===== config.mk =====
export PLATFORM = sky130hd
export DESIGN_NAME = uart_rx_fifo
export DESIGN_NICKNAME = d
export VERILOG_FILES = /design/src/rtl/uart_rx_fifo.sv
export SDC_FILE = /design/constraint.sdc
export NUM_CORES = 1
export LEC_CHECK = 0
export CORE_UTILIZATION = 50
export CTS_CLUSTER_DIAMETER = 120
export DETAILED_ROUTE_END_ITERATION = 6
export GPL_TIMING_DRIVEN = 0
export PLACE_DENSITY = 0.77
export SYNTH_ARGS = -nofsm -noshare
export SYNTH_HDL_FRONTEND = slang
export SYNTH_SLANG_ARGS = --single-unit

===== constraint.sdc =====
create_clock -name clk -period 4.03 [get_ports clk]
set_clock_uncertainty 0.2 [all_clocks]
set_input_delay 0.6045 -clock clk [delete_from_list [all_inputs] [get_ports clk]]
set_output_delay 0.6045 -clock clk [all_outputs]
set_load 0.01 [all_outputs]

===== src/rtl/uart_rx_fifo.sv =====
// UART receiver with 16x oversampling, configurable frame format and a
// receive FIFO with valid/ready output and sticky error flags.
module uart_rx_fifo #(
  parameter int CLOCK_FREQ = 100_000_000,
  parameter int BAUD_RATE  = 115_200,
  parameter int DATA_BITS  = 8,
  parameter int PARITY     = 0,
  parameter int STOP_BITS  = 1,
  parameter int FIFO_DEPTH = 16
) (
  input  logic                          clk,
  input  logic                          rst,
  input  logic                          rxd,
  output logic [DATA_BITS-1:0]          out_data,
  output logic                          out_valid,
  input  logic                          out_ready,
  output logic [$clog2(FIFO_DEPTH):0]   rx_level,
  output logic                          frame_err,
  output logic                          parity_err,
  output logic                          overrun_err,
  input  logic                          err_clear
);

  localparam int CLKS_PER_TICK = CLOCK_FREQ / (BAUD_RATE * 16);
  localparam int DIV_W         = (CLKS_PER_TICK > 1) ? $clog2(CLKS_PER_TICK) : 1;
  localparam int AW            = $clog2(FIFO_DEPTH);
  localparam int BW            = $clog2(DATA_BITS);

  generate
    if (CLKS_PER_TICK < 1) begin : g_bad_divider
      $error("uart_rx_fifo: CLOCK_FREQ too low for BAUD_RATE*16");
    end
    if (DATA_BITS < 5 || DATA_BITS > 9 || PARITY < 0 || PARITY > 2 ||
        STOP_BITS < 1 || STOP_BITS > 2 || FIFO_DEPTH < 2 ||
        (FIFO_DEPTH & (FIFO_DEPTH - 1)) != 0) begin : g_bad_format
      $error("uart_rx_fifo: illegal frame format or FIFO depth");
    end
  endgenerate

  typedef enum logic [2:0] {
    S_IDLE, S_START, S_DATA, S_PARITY, S_STOP, S_WAIT_IDLE
  } state_e;

  logic [DIV_W-1:0]     div_q, div_d;
  logic                 tick;
  logic [1:0]           sync_q, sync_d;
  logic                 rxs;
  state_e               state_q, state_d;
  logic [3:0]           phase_q, phase_d;
  logic [BW-1:0]        bit_idx_q, bit_idx_d;
  logic [DATA_BITS-1:0] shift_q, shift_d;
  logic                 par_bad_q, par_bad_d;
  logic                 stop_idx_q, stop_idx_d;
  logic                 mid, par_exp;
  logic                 commit, frame_evt, parity_evt, overrun_evt;

  logic [DATA_BITS-1:0] mem_q [FIFO_DEPTH];
  logic [DATA_BITS-1:0] mem_d [FIFO_DEPTH];
  logic [AW:0]          wr_ptr_q, wr_ptr_d, rd_ptr_q, rd_ptr_d;
  logic [AW:0]          level;
  logic                 full, push, pop;
  logic                 frame_err_q, frame_err_d;
  logic                 parity_err_q, parity_err_d;
  logic                 overrun_err_q, overrun_err_d;

  assign tick    = (div_q == DIV_W'(CLKS_PER_TICK - 1));
  assign div_d   = tick ? '0 : div_q + DIV_W'(1);
  assign sync_d  = {sync_q[0], rxd};
  assign rxs     = sync_q[1];
  assign mid     = tick && (phase_q == 4'd7);
  assign par_exp = (PARITY == 1) ? ~(^shift_q) : ^shift_q;

  // NOTE: every output of this block gets a default first so no path can infer a latch.
  always_comb begin
    state_d    = state_q;
    phase_d    = phase_q;
    bit_idx_d  = bit_idx_q;
    shift_d    = shift_q;
    par_bad_d  = par_bad_q;
    stop_idx_d = stop_idx_q;
    commit     = 1'b0;
    frame_evt  = 1'b0;
    parity_evt = 1'b0;
    if (tick && state_q != S_IDLE) phase_d = phase_q + 4'd1;
    case (state_q)
      S_IDLE: if (tick && !rxs) begin
        state_d   = S_START;
        phase_d   = 4'd0;
        par_bad_d = 1'b0;
      end
      S_START: if (mid) begin
        if (rxs) state_d = S_IDLE;
        else begin
          state_d   = S_DATA;
          bit_idx_d = '0;
        end
      end
      S_DATA: if (mid) begin
        shift_d   = {rxs, shift_q[DATA_BITS-1:1]};
        bit_idx_d = bit_idx_q + BW'(1);
        if (bit_idx_q == BW'(DATA_BITS - 1)) begin
          state_d    = (PARITY != 0) ? S_PARITY : S_STOP;
          stop_idx_d = 1'b0;
        end
      end
      S_PARITY: if (mid) begin
        if (rxs != par_exp) begin
          par_bad_d  = 1'b1;
          parity_evt = 1'b1;
        end
        state_d = S_STOP;
      end
      S_STOP: if (mid) begin
        if (!rxs) begin
          frame_evt = 1'b1;
          state_d   = S_WAIT_IDLE;
        end else if (stop_idx_q == 1'(STOP_BITS - 1)) begin
          commit  = !par_bad_q;
          state_d = S_IDLE;
        end else begin
          stop_idx_d = 1'b1;
        end
      end
      // A held-low line (break) must return high before a new start is looked for.
      S_WAIT_IDLE: if (tick && rxs) state_d = S_IDLE;
      default: state_d = S_IDLE;
    endcase
  end

  assign level       = wr_ptr_q - rd_ptr_q;
  assign full        = (level == (AW + 1)'(FIFO_DEPTH));
  assign out_valid   = (level != '0);
  assign pop         = out_valid && out_ready;
  assign push        = commit && (!full || pop);
  assign overrun_evt = commit && full && !pop;
  assign out_data    = mem_q[rd_ptr_q[AW-1:0]];
  assign rx_level    = level;

  always_comb begin
    mem_d    = mem_q;
    wr_ptr_d = wr_ptr_q;
    rd_ptr_d = rd_ptr_q;
    if (push) begin
      mem_d[wr_ptr_q[AW-1:0]] = shift_q;
      wr_ptr_d                = wr_ptr_q + (AW + 1)'(1);
    end
    if (pop) rd_ptr_d = rd_ptr_q + (AW + 1)'(1);
  end

  // A new event wins over a clear arriving in the same cycle.
  assign frame_err_d   = frame_evt   | (frame_err_q   & ~err_clear);
  assign parity_err_d  = parity_evt  | (parity_err_q  & ~err_clear);
  assign overrun_err_d = overrun_evt | (overrun_err_q & ~err_clear);

  assign frame_err   = frame_err_q;
  assign parity_err  = parity_err_q;
  assign overrun_err = overrun_err_q;

  // NOTE: state uses non-blocking assignments so every flop samples pre-edge values.
  always_ff @(posedge clk or negedge rst) begin
    if (!rst) begin
      div_q         <= '0;
      sync_q        <= 2'b11;
      state_q       <= S_IDLE;
      phase_q       <= 4'd0;
      bit_idx_q     <= '0;
      shift_q       <= '0;
      par_bad_q     <= 1'b0;
      stop_idx_q    <= 1'b0;
      wr_ptr_q      <= '0;
      rd_ptr_q      <= '0;
      frame_err_q   <= 1'b0;
      parity_err_q  <= 1'b0;
      overrun_err_q <= 1'b0;
      // NOTE: the storage is reset so the head word reads 0, not X, when empty after reset.
      for (int i = 0; i < FIFO_DEPTH; i++) mem_q[i] <= '0;
    end else begin
      div_q         <= div_d;
      sync_q        <= sync_d;
      state_q       <= state_d;
      phase_q       <= phase_d;
      bit_idx_q     <= bit_idx_d;
      shift_q       <= shift_d;
      par_bad_q     <= par_bad_d;
      stop_idx_q    <= stop_idx_d;
      wr_ptr_q      <= wr_ptr_d;
      rd_ptr_q      <= rd_ptr_d;
      frame_err_q   <= frame_err_d;
      parity_err_q  <= parity_err_d;
      overrun_err_q <= overrun_err_d;
      mem_q         <= mem_d;
    end
  end

endmodule


==> results of run 1 <==
## final cells by class
type / instances / area (sq um) / share of cell area
Sequential cell: 168 / 4210 / 0.435
Multi-Input combinational cell: 370 / 3950 / 0.408
Clock buffer: 19 / 443 / 0.0458
Timing Repair Buffer: 39 / 422 / 0.0436
Tap cell: 216 / 270 / 0.0279
Buffer: 39 / 196 / 0.0203
Clock inverter: 13 / 110 / 0.0114
Inverter: 20 / 80.1 / 0.00827
## power by group through the flow
| stage | combinational, mW | clock, mW | sequential, mW |
|---|---|---|---|
| after floorplan | 0.805 | 0 | 1.76 |
| after global placement | 1.24 | 0 | 1.77 |
| after detailed placement | 1.28 | 0 | 1.77 |
| after CTS | 1.31 | 1.56 | 1.76 |
| after global routing | 1.43 | 1.64 | 1.76 |
| final | 1.32 | 1.54 | 1.76 |
## cells by family (layout without fill, tap and decap cells)
| group | Yosys count | after routing | share of synthesized area |
|---|---|---|---|
| XOR/XNOR | 22 | 22 | 0.0246 |
| flip-flops | 168 | 168 | 0.501 |
| AO/OA/AOI/OAI | 59 | 59 | 0.0871 |
| multiplexers | 174 | 174 | 0.276 |
| adder cells (fa/ha/maj) | 15 | 15 | 0.0233 |
| AND/OR/NAND/NOR | 100 | 100 | 0.0577 |
| buffers and inverters | 61 | 130 | 0.0300 |
## critical path: cells and delay by family, from the launching register on
kind / cells / cell delay [ps]
buf+inv: 5 / 1100
compound gates: 3 / 1010
mux: 1 / 420
flops: 1 / 410
fa+ha+maj: 1 / 370
xor+xnor: 1 / 250
## flip-flops by register name, indices dropped and copies added (netlist names)
name         count
rd_ptr_q         5
mem_q          128
par_bad_q        1
phase_q          4
wr_ptr_q         5
shift_q          8
frame_err        1
sync_q           2
parity_err       1
overrun_err      1
bit_idx_q        3
div_q            6
state_q          3
## timing repair
action / CTS / global route
endpoints found under the setup margin: 151 / 82
pin swaps: 1 / 9
endpoints found under the hold margin: 39 / 0
buffers inserted: 2 / 14
hold buffers: 1 / 0
resized for setup: 20 / 7
## per-stage QoR
step,utilization,cells
after floorplan,-,599
after global placement,0.550,836
after detailed placement,0.552,837
after CTS,0.590,870
after global routing,0.601,884
final,0.601,884
## synth_stat cells (4+ instances only)
master / n / area share
ha_1: 14 / 0.021
a21oi_1: 7 / 0.0042
nand4_1: 4 / 0.0030
mux2_2: 139 / 0.19
xor2_1: 9 / 0.0094
a31oi_1: 9 / 0.0067
clkbuf_1: 15 / 0.0067
and3_1: 9 / 0.0067
nand2_1: 48 / 0.021
nand3_1: 5 / 0.0030
xnor2_1: 12 / 0.013
dfrtp_1: 166 / 0.50
o21ai_0: 10 / 0.0060
mux4_2: 32 / 0.086
a2111oi_4: 16 / 0.052
nor2_1: 14 / 0.0063
buf_1: 19 / 0.0085
inv_1: 16 / 0.0072
## metal layers
layer  part of all wire  GRT usage  vias to the layer above
met2               0.51      0.372                      115
met4              0.015     0.0724                        0
met1               0.43      0.307                     2780
li1                   -          -                     2298
met3              0.046     0.0490                       23
met5                  0          0                        -
## path summary, 6_finish.rpt
check / startpoint / endpoint / slack (ps) / cells past startpoint
max: rd_ptr_q[2] / mem_q[68] / 150 / 11
min: sync_q[0] / sync_q[1] / 150 / 0
max reg2reg: rd_ptr_q[2] / mem_q[68] / 150 / 11
min reg2reg: sync_q[0] / sync_q[1] / 150 / 0
max in group asynchronous: rst / rd_ptr_q[2] / 2170 / 3
min in group asynchronous: rst / phase_q[1] / 550 / 2
==> flow_summary.ini, run 1 <==
[floorplanning]
die_area_sq_um = 17300
io_pins = 22
start_util = 0.521
die_w_um = 132
die_y_um = 132
rows = 46
core_sq_um = 16100

[power]
leakagePower_nw = 4.28
power.switching_mw = 1.55
combPwrFrac = 0.286
p_int_mw = 3.07
irDropWorstVdd_uv = 436
sw_frac_of_total = 0.336
powerDensity_nw_per_um2 = 477
total_power_mw = 4.62
p_seq_frac = 0.382
pwr-share-clk = 0.333

[timing]
post-route-period-util = 0.964
post-route-min-period_ps = 3880
timing.hold.ws_ps = 155
layout_setup_ws_ps = 146
rsz0062_at_grt = false
relSlewSlack = 0.423
drv_slew = 0
hold_violations = 0
setup_viol = 0
worst_pin_slew_ps = 865
clock.fmax_mhz = 257
fin_setup_tns_ps = 0

[synthesis]
avgSynthCellArea_sq_um = 14.0
ys_seq_elements = 168
synth_cell_types = 48
syn_area_sq_um = 8390
seq_area_frac_synth = 0.501
async_flop_share = 1.00
synth-edff-count = 0
synth_ff_type = dfrtp_1
syn-num-nets = 619
syn_inst = 599
yosys_warnings = 0

[clocking]
clk_latency_ps = 430
cts_buffers = 17
clkTransAtPathRegs_ps = 70
cts.root.buffer_cell = clkbuf_16
cts_sinks = 168
cts_tree = yes
htreeDepth = 4
clockBufferDepth = 2

[setup_path]
slowest_delay_ps = 740
cp.arrival_ps = 4000
crit_chain = clkbuf_4, clkbuf_4, inv_4, ha_1, xnor2_2, a211o_1, o31ai_4, buf_4, buf_4, a2111oi_4, mux2_2
start_kind = register
criticalPathCategory = reg2reg
worst-endpoint-required_ps = 4150
slowest_stage = a2111oi_4
crit_path_max_fanout = 10
endpoint_kind = register

[min_path]
worstHoldPathType = reg2reg

[routing]
wl_per_cell_um = 20.9
wl_um = 18500
drt_iter0_drc = 389
firstDrtPassIters = 5
drcViolationCount = 0
num_vias = 5216
drtAntennaViolNets = 0
avgViaCountPerCell = 5.90

[global_route]
antenna_found_initial = 0
grt_max_degree = 103
grt_first_pass_wirelength_um = 30500
grt_overflow_total = 0
grt_pass1_vias = 5604
track_usage = 0.229

[run_status]
status = completed

[placement]
dpl_worst_slack_ps = -1440
placed_cell_area_sq_um = 8900
hpwl_um = 12500
finalWeightedCongestion = 0.828
io_buffers = 21

[finish]
drive_above_1_share = 0.394
final_cell_mix = dfrtp_1 (165), mux2_2 (139), nand2_1 (48)
fin_nets = 675
diodes = 0
syn2layout_area_growth_pct = 15.4
fillers = 1188
final_common_cell = dfrtp_1
design_area_sq_um = 9680

[job]
drv_cap = 0
No activity file was read; power rests on OpenSTA's default activity.
==> run 2: changes to the inputs <==
RECOVER_POWER = 50   (was default)
==> run 2 against run 1 <==
- worst hold slack about the same
- flip-flop and latch count unchanged
- sequential power about the same
- sequential share of layout area up 0.051 points
- the run now ends with max-capacitance violations, max-slew violations left
- critical path depth unchanged
==> flow_summary.ini, run 2 (same netlist as run 1, synthesis figures left out) <==
[routing]
avgViaCountPerCell = 5.91
wl_met2_um = 9160
wl_per_cell_um = 20.9
drt_iter0_drc = 391
wl_um = 18400
met3_length_um = 764
drt-met1-wl_um = 8250
topRoutingLayerUsed = met4
firstDrtPassIters = 4
drcViolationCount = 0
drtAntennaViolNets = 0
num_vias = 5227

[finish]
syn2layout_area_growth_pct = 15.2
final_cell_mix = dfrtp_1 (165), mux2_2 (139), nand2_1 (48)
fin_util = 0.600
drive_above_1_share = 0.392
fillers = 1191
fin_nets = 675
top_register = mem_q
biggestRegsByFlops = mem_q x128, shift_q x8, div_q x6
largest_reg_flops = 128
diodes = 0
final_common_cell = dfrtp_1

[floorplanning]
io_pins = 22
core_sq_um = 16100
die_y_um = 132
start_util = 0.521
die_area_sq_um = 17300
rows = 46
die_w_um = 132

[clocking]
cts_sinks = 168
cts_buffers = 17
cts_tree = yes
clkTransAtPathRegs_ps = 70
clk_latency_ps = 430
cts.root.buffer_cell = clkbuf_16
clockBufferDepth = 2
htreeDepth = 4

[run_status]
status = complete, but fails checks
violations = max-capacitance violations, max-slew violations

[setup_path]
critPathTopFamily = buffers and inverters
endpoint_kind = register
slowest_delay_ps = 740
crit_path_max_fanout = 10
crit_chain = clkbuf_4, clkbuf_4, inv_4, ha_1, xnor2_2, a211o_1, o31ai_4, buf_4, buf_4, a2111oi_4, mux2_2
worst-endpoint-required_ps = 4140
start_kind = register
cp.arrival_ps = 3990
slowest_stage = a2111oi_4
critPathBufInv = 5
criticalPathCategory = reg2reg

[timing]
relSlewSlack = -0.155
drv_slew = 67
fin_setup_tns_ps = 0
post-route-min-period_ps = 3880
post-route-period-util = 0.963
setup_viol = 0
worst_pin_slew_ps = 1730
rsz0062_at_grt = false
clock.fmax_mhz = 258
hold_violations = 0

[global_route]
track_usage = 0.229
grt_overflow_total = 0
antenna_found_initial = 0
grt_first_pass_wirelength_um = 30500
grt_max_degree = 103
grt_pass1_vias = 5604

[min_path]
worstHoldPathType = reg2reg

[power]
leakagePower_nw = 4.28
powerDensity_nw_per_um2 = 478
irDropWorstVdd_uv = 438
total_power_mw = 4.62

[placement]
io_buffers = 21
finalWeightedCongestion = 0.828
hpwl_um = 12500

[job]
drv_cap = 1
run 2: changes by cell type in the layout (fill, tap and decap cells not counted), sizes merged:
cell,before,now
buf,44,43
clkbuf,32,33
clkdlybuf4s50,19,18
dlygate4sd3,1,2
run 2: layout make-up:
cell class,count,area (sq um),share of cell area
inverter,20,80.1,0.00828
timing repair buffer,39,415,0.0430
clock buffer,19,443,0.0458
clock inverter,13,110,0.0114
sequential,168,4210,0.435
multi-input combinational,370,3950,0.408
buffer,39,196,0.0203
tap,216,270,0.0280
run 2: per-layer routing:
layer	track usage	vias to the layer above
met4	0.0724	0
met3	0.0490	20
met2	0.372	122
li1	-	2305
met5	0	-
met1	0.307	2780
run 2: worst register-to-register path: cells and delay by family (launching register included):
kind,cells,cell delay (ps)
buf+inv,5,1110
compound gates,3,1020
mux,1,420
flops,1,400
fa+ha+maj,1,370
xor+xnor,1,250
run 2: worst paths after layout:
path | endpoint | slack, ps | start | depth (start not counted)
worst max-delay path | mem_q[68] | 150 | rd_ptr_q[2] | 11
worst min-delay path | sync_q[1] | 150 | sync_q[0] | 0
worst max register to register | mem_q[68] | 150 | rd_ptr_q[2] | 11
worst min register to register | sync_q[1] | 150 | sync_q[0] | 0
max in group asynchronous | rd_ptr_q[2] | 1430 | rst | 3
min in group asynchronous | div_q[5] | 980 | rst | 2
run 2: report_power, final:
part	internal [mW]	switching [mW]	leakage (nW)	total (mW)
logic	0.529	0.797	1.71	1.33
registers	1.72	0.0472	2.30	1.76
clock network	0.822	0.710	0.273	1.53
total	3.07	1.55	4.28	4.62
run 2: metrics by stage:
| step | setup slack [ps] | area (sq um) | hold slack (ps) | instances |
|---|---|---|---|---|
| floorplan | 36.1 | 8390 | 109 | 599 |
| global placement | -4200 | 8870 | 147 | 836 |
| detailed placement | -1440 | 8900 | 147 | 837 |
| CTS | 30.0 | 9510 | 156 | 870 |
| global route | 15.4 | 9670 | 164 | 884 |
| finish | 150 | 9670 | 155 | 884 |
run 2: what timing repair did:
item,4_1_cts,5_1_grt
pin swaps,1,9
hold endpoints to repair,39,0
endpoints found under the setup margin,151,82
hold buffers,1,0
buffers inserted,2,14
gates resized for setup,20,7
==> run 3: changes to the inputs <==
CORE_UTILIZATION = 58   (was 50)
CTS_BUF_LIST = sky130_fd_sc_hd__clkbuf_8   (was default)
PLACE_DENSITY = 0.87   (was 0.77)
==> run 3 against run 2 <==
- the flow still finishes with violations (max-capacitance violations, max-slew violations)
- clock power fell by 5%
- worst hold slack improved by 3.6 ps
- non-clock buffer count fell by 11
- routed wire length grew 0.41%
- total power decreased by 2.1%
==> flow_summary.ini, run 3 (same netlist as run 1, synthesis figures left out) <==
[routing]
firstDrtPassIters = 5
wl_um = 18500
wl_per_cell_um = 22.1
avgViaCountPerCell = 6.32
drtAntennaViolNets = 0
drcViolationCount = 0
drt_iter0_drc = 503
num_vias = 5287

[clocking]
cts_buffers = 17
htreeDepth = 4
clockBufferDepth = 2
cts_sinks = 168
clkTransAtPathRegs_ps = 80
cts.root.buffer_cell = clkbuf_8
cts_tree = yes
clk_latency_ps = 480

[power]
leakagePower_nw = 4.16
irDropWorstVdd_uv = 335
powerDensity_nw_per_um2 = 482

[placement]
io_buffers = 21
dpl_worst_slack_ps = -1410
placed_cell_area_sq_um = 8850
finalWeightedCongestion = 0.782
hpwl_um = 12800

[global_route]
track_usage = 0.271
grt_pass1_vias = 5643
grt_max_degree = 99
grt_first_pass_wirelength_um = 29900
grt_overflow_total = 0
antenna_found_initial = 0

[floorplanning]
core_sq_um = 14000
die_area_sq_um = 15000
die_w_um = 122
start_util = 0.600
rows = 43
die_y_um = 122
io_pins = 22

[setup_path]
start_kind = register
criticalPathCategory = reg2out
timing.rr.start = rd_ptr_q[2]
cp-startpoint = rd_ptr_q[0]
crit_path_max_fanout = 10
cp.arrival_ps = 3090
endpoint_kind = primary output
worst-endpoint-required_ps = 3230

[run_status]
violations = max-capacitance violations, max-slew violations
status = complete, but fails checks

[finish]
multi_input_area_sq_um = 3940
final_common_cell = dfrtp_1
fillers = 927
final-seq-area_sq_um = 4210
top_register = mem_q
diodes = 0
fin_nets = 664
biggestRegsByFlops = mem_q x128, shift_q x8, div_q x6
design_area_sq_um = 9390
syn2layout_area_growth_pct = 11.9
largest_reg_flops = 128
drive_above_1_share = 0.384
final_cell_mix = dfrtp_1 (164), mux2_2 (139), nand2_1 (48)
fin_util = 0.671

[timing]
rsz0062_at_grt = false
drv_slew = 99
worst_pin_slew_ps = 2400
post-route-period-util = 0.967
fin_setup_tns_ps = 0
setup_viol = 0
clock.fmax_mhz = 257
hold_violations = 0
post-route-min-period_ps = 3900
layout_setup_ws_ps = 133
timing.hold.ws_ps = 158
relSlewSlack = -0.601

[min_path]
worstHoldPathType = reg2reg
worstHoldStart = sync_q[0]

[job]
drv_cap = 1
run 3: repair_timing:
item	4_1_cts	5_1_grt
hold buffers	0	0
setup buffers	3	3
resized for setup	24	5
pin swaps	1	6
endpoints found under the setup margin	151	49
run 3: path summary, 6_finish.rpt:
check	to	slack [ps]	depth (start not counted)
max in group asynchronous	mem_q[10]	850	2
hold reg to reg	sync_q[1]	160	0
setup / recovery	out_data[6]	130	7
setup reg to reg	mem_q[10]	170	11
min in group asynchronous	div_q[5]	650	1
hold / removal	sync_q[1]	160	0
run 3: layout make-up:
cell class,instances,share of cell area
Inverter,20,0.00853
Multi-Input combinational cell,370,0.420
Buffer,39,0.0213
Tap cell,180,0.0240
Clock buffer,17,0.0249
Sequential cell,168,0.448
Timing Repair Buffer,28,0.0273
Clock inverter,14,0.0260
run 3: layer usage:
metal	share of wire	global-route usage	vias to the layer above
li1	-	-	2274
met1	0.41	0.335	2789
met2	0.51	0.452	171
met3	0.050	0.0674	53
met4	0.032	0.116	0
met5	0	0	-
run 3: worst max-delay path, stage by stage (launching register included):
cell and delay, ps:
dfrtp_1 420, buf_2 300, buf_2 420, mux4_2 560
nand2_1 90, and3_1 210, a31oi_1 80, clkdlybuf4s50_1 510
run 3: where the power goes:
group | switching [mW] | total [mW] | internal (mW) | leakage [nW]
combinational | 0.798 | 1.32 | 0.520 | 1.63
clock | 0.644 | 1.45 | 0.803 | 0.232
sequential | 0.0433 | 1.76 | 1.71 | 2.30
total | 1.48 | 4.52 | 3.04 | 4.16
run 3: metrics by stage:
stage | total power, mW | instances
2_1_floorplan | 2.57 | 599
3_3_place_gp | 2.99 | 800
3_5_place_dp | 3.04 | 801
4_1_cts | 4.53 | 833
5_1_grt | 4.70 | 836
6_report | 4.52 | 836
